==> config.mk <==
export PLATFORM = sky130hd
export DESIGN_NAME = hazard_scoreboard
export DESIGN_NICKNAME = d
export VERILOG_FILES = /design/src/rtl/hazard_scoreboard.sv
export SDC_FILE = /design/constraint.sdc
export NUM_CORES = 1
export LEC_CHECK = 0
export CAP_MARGIN = 20
export CORE_ASPECT_RATIO = 0.9
export CORE_MARGIN = 4
export CORE_UTILIZATION = 35
export DETAILED_ROUTE_END_ITERATION = 16
export PLACE_DENSITY = 0.63
export SLEW_MARGIN = 10
export SYNTH_ARGS = -nofsm -noshare
export SYNTH_HDL_FRONTEND = slang
export SYNTH_SLANG_ARGS = --single-unit
==> constraint.sdc <==
create_clock -name clk_i -period 4.4 [get_ports clk_i]
set_clock_uncertainty 0.15 [all_clocks]
set_input_delay 0.44 -clock clk_i [delete_from_list [all_inputs] [get_ports clk_i]]
set_output_delay 0.44 -clock clk_i [all_outputs]
set_load 0.03 [all_outputs]
==> src/rtl/hazard_scoreboard.sv <==
// Decode-stage interlock for a non-forwarding pipeline.
// Tracks the destination registers of instructions between decode and
// writeback, stalls decode while rs1/rs2 depend on one of them, and keeps a
// saturating count of stall cycles. The register file writes through, so an
// instruction already in WB is never a hazard and is not tracked.
module hazard_scoreboard #(
  parameter int DEPTH = 2,  // tracked slots between decode and WB, 1..6
  parameter int CNT_W = 32  // stall-cycle counter width
) (
  input  logic             clk_i,
  input  logic             rst_ni,
  input  logic             id_valid_i,
  input  logic             id_rd_wren_i,
  input  logic [4:0]       id_rd_addr_i,
  input  logic             id_rs1_used_i,
  input  logic [4:0]       id_rs1_addr_i,
  input  logic             id_rs2_used_i,
  input  logic [4:0]       id_rs2_addr_i,
  input  logic             flush_i,
  input  logic             hold_i,
  input  logic             cnt_clr_i,
  output logic             stall_o,
  output logic             id_fire_o,
  output logic             busy_o,
  output logic [CNT_W-1:0] stall_cnt_o
);

  // slot 0 is EX, slot DEPTH-1 is the stage just before WB
  logic [DEPTH-1:0] r_slot_vld;
  logic [4:0]       r_slot_addr [DEPTH];
  logic [CNT_W-1:0] r_stall_cnt;

  logic [DEPTH-1:0] w_rs1_hit;
  logic [DEPTH-1:0] w_rs2_hit;
  logic             w_rs1_match;
  logic             w_rs2_match;
  logic             w_stall;
  logic             w_fire;
  logic             w_track_new;

  // per-slot address comparators against both source operands
  generate
    for (genvar gi = 0; gi < DEPTH; gi++) begin : g_cmp
      assign w_rs1_hit[gi] = r_slot_vld[gi] && (r_slot_addr[gi] == id_rs1_addr_i);
      assign w_rs2_hit[gi] = r_slot_vld[gi] && (r_slot_addr[gi] == id_rs2_addr_i);
    end
  endgenerate

  // x0 is hardwired zero, so reading it can never depend on a producer
  assign w_rs1_match = id_rs1_used_i && (id_rs1_addr_i != 5'd0) && (|w_rs1_hit);
  assign w_rs2_match = id_rs2_used_i && (id_rs2_addr_i != 5'd0) && (|w_rs2_hit);

  // stall is reported even during hold so decode sees a stable interlock
  assign w_stall     = id_valid_i && !flush_i && (w_rs1_match || w_rs2_match);
  assign w_fire      = id_valid_i && !w_stall && !flush_i && !hold_i;
  assign w_track_new = w_fire && id_rd_wren_i && (id_rd_addr_i != 5'd0);

  assign stall_o     = w_stall;
  assign id_fire_o   = w_fire;
  assign busy_o      = |r_slot_vld;
  assign stall_cnt_o = r_stall_cnt;

  // slot pipeline: EX loads the issuing writer (or a bubble), older slots shift toward WB
  generate
    for (genvar gi = 0; gi < DEPTH; gi++) begin : g_slot
      if (gi == 0) begin : g_head
        // EX slot captures the instruction leaving decode
        always_ff @(posedge clk_i or negedge rst_ni) begin
          if (!rst_ni) begin
            r_slot_vld[0]  <= 1'b0;
            r_slot_addr[0] <= 5'd0;
          end else if (!hold_i) begin
            r_slot_vld[0]  <= w_track_new;
            r_slot_addr[0] <= w_track_new ? id_rd_addr_i : 5'd0;
          end
        end
      end else begin : g_tail
        // later slots follow their predecessor one stage behind
        always_ff @(posedge clk_i or negedge rst_ni) begin
          if (!rst_ni) begin
            r_slot_vld[gi]  <= 1'b0;
            r_slot_addr[gi] <= 5'd0;
          end else if (!hold_i) begin
            r_slot_vld[gi]  <= r_slot_vld[gi-1];
            r_slot_addr[gi] <= r_slot_addr[gi-1];
          end
        end
      end
    end
  endgenerate

  // saturating stall counter; clear wins over increment, frozen cycles are not counted
  always_ff @(posedge clk_i or negedge rst_ni) begin
    if (!rst_ni) begin
      r_stall_cnt <= '0;
    end else if (cnt_clr_i) begin
      r_stall_cnt <= '0;
    end else if (w_stall && !hold_i && !(&r_stall_cnt)) begin
      r_stall_cnt <= r_stall_cnt + 1'b1;
    end
  end

endmodule

==> Word level (Yosys, flattened, before mapping) <==
Cells that the tools add are included.
{ "classes": {"order_cmp": 0, "mux": 3, "n_div": 0, "n_shift": 0, "n_mul": 0, "addsub": 1, "bitwise_logic": 0, "reduce_logical": 30, "eq_ne": 4} }
{ "op_table": {"columns": ["operator", "n"], "rows": [
  ["$mux 32", 2],
  ["$add 32x1->32 const B", 1],
  ["$reduce_and 32->1", 1],
  ["$eq 5x5->1", 4],
  ["$logic_and 1x1->1", 17],
  ["$reduce_bool 5->1", 3],
  ["$reduce_or 2->1", 3],
  ["$mux 5", 1],
  ["$logic_not 1->1", 4],
  ["$reduce_bool 2->1", 1],
  ["$logic_or 1x1->1", 1]
]} }
{ "totals": {"reg_bits": 44, "romBits": 0, "n_memories": 0, "latch_bits": 0, "input_bits": 24, "out_inout_bits": 35, "ram_bits": 0, "word_cells": 43} }

==> Logic depth before layout (Yosys ltp) <==
{ "depth": {"word_depth": 13, "mapped_depth": 9, "depth_no_buf": 7} }

==> Worst setup path before layout <==
No wires, ideal clock.
{ "synth_path": {"path_kind": "reg2reg", "start": "register r_stall_cnt[0] (netlist: stall_cnt_o[0])", "end": "register r_stall_cnt[10] (netlist: stall_cnt_o[10])", "required_time_ps": 4122, "setup_slack_ps": 1865, "path_stages_with_launch": 9, "setup_ps": 128, "synth_period_minus_slack_ps": 2535, "path_buffers": 1, "arrival_time_ps": 2257, "cell_sequence": "dfrtp_1 > ha_1 > and4_1 > and4_1 > nand4_1 > nand2_2 > buf_2 > nor4b_1 > mux2_1"} }
{ "synth_between": {"elab_chain_len": 4, "word_cells_on_any_way": 7, "cone_classes": "1 x add/sub; 2 x mux; 4 x reduce/logical"} }
{ "synth_lines": {"columns": ["item", "line", "source"], "rows": [
  ["start: declaration", "31", "logic [CNT_W-1:0] r_stall_cnt;"],
  ["start signal: assignment", "99", "r_stall_cnt <= r_stall_cnt + 1'b1;"],
  ["parallel branches: the longest is 4 deep, another holds $add 32x1->32", null, null]
]} }
Parallel ways; which one is timed is not known. The select of a mux whose other input is x is not followed.
A chain may end at the register's enable or synchronous reset.

==> Worst setup path after layout <==
{ "layout_path": {"start": "input id_rs2_addr_i[0]", "end": "output id_fire_o"} }
{ "layout_between": {"elab_chain_len": 10, "word_cells_on_any_way": 14, "cone_classes": "2 x eq/ne; 12 x reduce/logical"} }
{ "layout_lines": {"columns": ["item", "line", "source"], "rows": [
  ["start: declaration", "18", "input logic [4:0] id_rs2_addr_i,"],
  ["$eq 5x5->1", "45", "assign w_rs2_hit[gi] = r_slot_vld[gi] && (r_slot_addr[gi] == id_rs2_addr_i);"],
  ["$logic_and 1x1->1", "45", null],
  ["$reduce_or 2->1", "51", "assign w_rs2_match = id_rs2_used_i && (id_rs2_addr_i != 5'd0) && (|w_rs2_hit);"],
  ["$logic_and 1x1->1 (*)", "51", null],
  ["$logic_or 1x1->1 (*)", "54", "assign w_stall = id_valid_i && !flush_i && (w_rs1_match || w_rs2_match);"],
  ["$logic_and 1x1->1 (*)", "54", null],
  ["$logic_not 1->1 (*)", "55", "assign w_fire = id_valid_i && !w_stall && !flush_i && !hold_i;"],
  ["$logic_and 1x1->1 (*) (3 in a row)", "55", null],
  ["end: declaration", "23", "output logic id_fire_o,"]
]} }
Mark *: on every way between the ends. The rest lies on a longest branch, timed or not.

==> impl_metrics.toml <==
[setup_path]
start_kind = "primary input"
endpoint = "id_fire_o"
r2r_slack_ps = 1500
reg2regPathDepth = 7
path_class = "primary input to output pin"
critical_path_arrival_ps = 2660
r2r_start = "stall_cnt_o[0]"
critPathRequiredTime_ps = 3810
reg2reg_to = "stall_cnt_o[10]"
startpoint = "id_rs2_addr_i[0]"
critical_path_peak_fanout = 3
setup.worst_path.end_class = "output pin"

[power_and_ir_drop]
ir_drop_v = 0.000155
p_int_mw = 0.676
p_sw_mw = 0.196
power_frac_clock = 0.423
power_leakage_nw = 1.25
comb_power_share = 0.101
swShare = 0.225
powerDensity_nw_per_um2 = 247
seqPwrFrac = 0.476

[routing]
ant_nets = 0
dr.pass1.iters = 4
wl_per_cell_um = 16.6
route.final.wire_length_um = 7280
num_vias = 2498
drc = 0
viasPerCell = 5.69
drt-initial-drc-count = 165

[final_layout]
design_area_um2 = 3530
drive_gt1_frac = 0.0816
nets = 368
antennaDiodeCount = 0
syn2layout_area_growth_pct = 29.7
n_fill_cell = 723

[die]
dieArea_um2 = 9250
initial_core_util = 0.361
die_h_um = 91.6
die_width_um = 101
rows = 30
io_pins = 59
core_um2 = 7540

[synth]
syn_area_um2 = 2720
ys_ff_latch = 44
synth.area.top_cells = "dfrtp_1, xnor2_1, or4_1, o31ai_1, a21oi_1"
synth_cell_types = 43
synth_most_common_cell = "dfrtp_1"
ys_warn_count = 0
syn_inst = 289
synth_common_cells = "dfrtp_1, a21oi_1, nand3_1, xnor2_1"
seq_area_frac_synth = 0.405
yosysTopAreaCellShare = 0.405
synth-edff-count = 0
syn_nets = 314
avgSynthCellArea_um2 = 9.41
synth-main-ff-cell = "dfrtp_1"
yosysTopAreaCell = "dfrtp_1"
synthArstFlopShare = 1.00

[clock_tree]
numCtsBuffers = 5
worstSkewPairLatency_ps = 300
clock-sinks = 44
cts_tree = "done"
clockRootBuffer = "clkbuf_8"
cts_setup_buffers = 0
ctsLongestPathBuffers = 2
htreeDepth = 2
clkTransAtPathRegs_ps = 90

[sta]
hold_violations = 0
slew_violations = 0
finalSetupTns_ps = 0
holdWs_ps = 402
rsz0062_at_grt = "false"
finalCritPeriodShare = 0.738
worst_pin_slew_ps = 794
max_freq_ghz = 0.308
relSlewSlack = 0.469
min_period_ps = 3250
layout_setup_ws_ps = 1150
finalSetupViolations = 0

[global_route]
grt_max_degree = 59
antenna_found_initial = 0
grt_pass1_vias = 2484
grt_pass1_wl_um = 12600
track_usage = 0.165
overflow = 0

[hold_path]
hold_path.class = "primary input to async pin"

[placement]
dp_hpwl_um = 5060
routabilityCongestion = 0.870
place_area_um2 = 3370
io_buffers = 58
post-place-ws_ps = 1140

[job]
maxCapViolations = 0

[outcome]
outcome = "finished, final reports clean"
## worst max-delay path, stage by stage
cell and delay, ps:
clkdlybuf4s50_1 470, or4_1 530, o21a_1 220, a32oi_4 180, and2_1 150, clkdlybuf4s50_1 670
## kinds of logic after synthesis
group / Yosys count / share of synthesized area
AND/OR/NAND/NOR: 134 / 0.299
AO/OA/AOI/OAI: 60 / 0.144
flip-flops: 44 / 0.405
XOR/XNOR: 20 / 0.0644
buffers and inverters: 17 / 0.0299
multiplexers: 13 / 0.0538
adder cells (fa/ha/maj): 1 / 0.00460
## sequential cells by signal (all words and copies together), names as in the netlist
signal and count:
r_slot_addr 10, stall_cnt_o 32, r_slot_vld 2
## metrics by stage
step           utilization  instances  power, mW
3_3_place_gp         0.446        430      0.509
5_1_grt              0.467        439      0.906
3_5_place_dp         0.446        430      0.509
2_1_floorplan            -        289      0.463
6_report             0.467        439      0.872
4_1_cts              0.464        437      0.877
## area by class of cell
| type | instances | area (µm²) | share of cell area |
|---|---|---|---|
| Timing Repair Buffer | 62 | 621 | 0.176 |
| Clock buffer | 5 | 68.8 | 0.0195 |
| Inverter | 2 | 7.51 | 0.00213 |
| Sequential cell | 44 | 1100 | 0.312 |
| Multi-Input combinational cell | 228 | 1550 | 0.439 |
| Clock inverter | 2 | 60.1 | 0.0170 |
| Tap cell | 96 | 120 | 0.0341 |
## power by group through the flow
stage / Clock, mW / Combinational, mW / Sequential [mW]
2_1_floorplan: 0 / 0.0411 / 0.422
3_3_place_gp: 0 / 0.0852 / 0.423
3_5_place_dp: 0 / 0.0857 / 0.423
4_1_cts: 0.376 / 0.0862 / 0.415
5_1_grt: 0.393 / 0.0972 / 0.416
6_report: 0.368 / 0.0879 / 0.415
## how the worst min path moves through the flow
stage | from | to | slack (ps) | cells after the start
after detailed placement | r_slot_vld[1] | r_slot_vld[1] | 400 | 1
after floorplan | rst_ni | r_slot_addr[0] | -6 | 0
after global routing | rst_ni | stall_cnt_o[22] | 430 | 2
after global placement | r_slot_vld[1] | r_slot_vld[1] | 390 | 1
final | rst_ni | stall_cnt_o[22] | 400 | 2
after CTS | rst_ni | stall_cnt_o[22] | 190 | 1
## cells in the final DEF, fill, tap and decap left out, types with 3 or more instances in the layout
cell type	Yosys	layout
a21oi_1	24	24
a22o_1	6	6
and3_1	4	4
clkbuf_8	0	5
clkdlybuf4s50_1	0	57
dfrtp_1	44	44
mux2_1	7	7
mux2_2	6	6
nand2_1	18	18
nand3_1	20	20
nand4_1	17	17
nor2_1	13	13
nor2b_1	7	7
nor3_1	6	6
nor3b_1	3	3
nor4_1	4	4
o21ai_0	4	4
o21ai_1	3	3
o31ai_1	17	17
or3_1	7	7
or4_1	18	18
xnor2_1	20	20
## routing by layer
layer | up-vias | track usage | part of all wire
met5 | - | 0 | 0
met3 | 10 | 0.0335 | 0.047
li1 | 1212 | - | -
met1 | 1227 | 0.236 | 0.48
met2 | 49 | 0.255 | 0.46
met4 | 0 | 0.0388 | 0.011
## timing repair
action                    in CTS  in global routing
hold buffers                   0                  1
hold endpoints to repair       0                 11
resized for setup              0                  0
(Power assumes the default switching activity.)
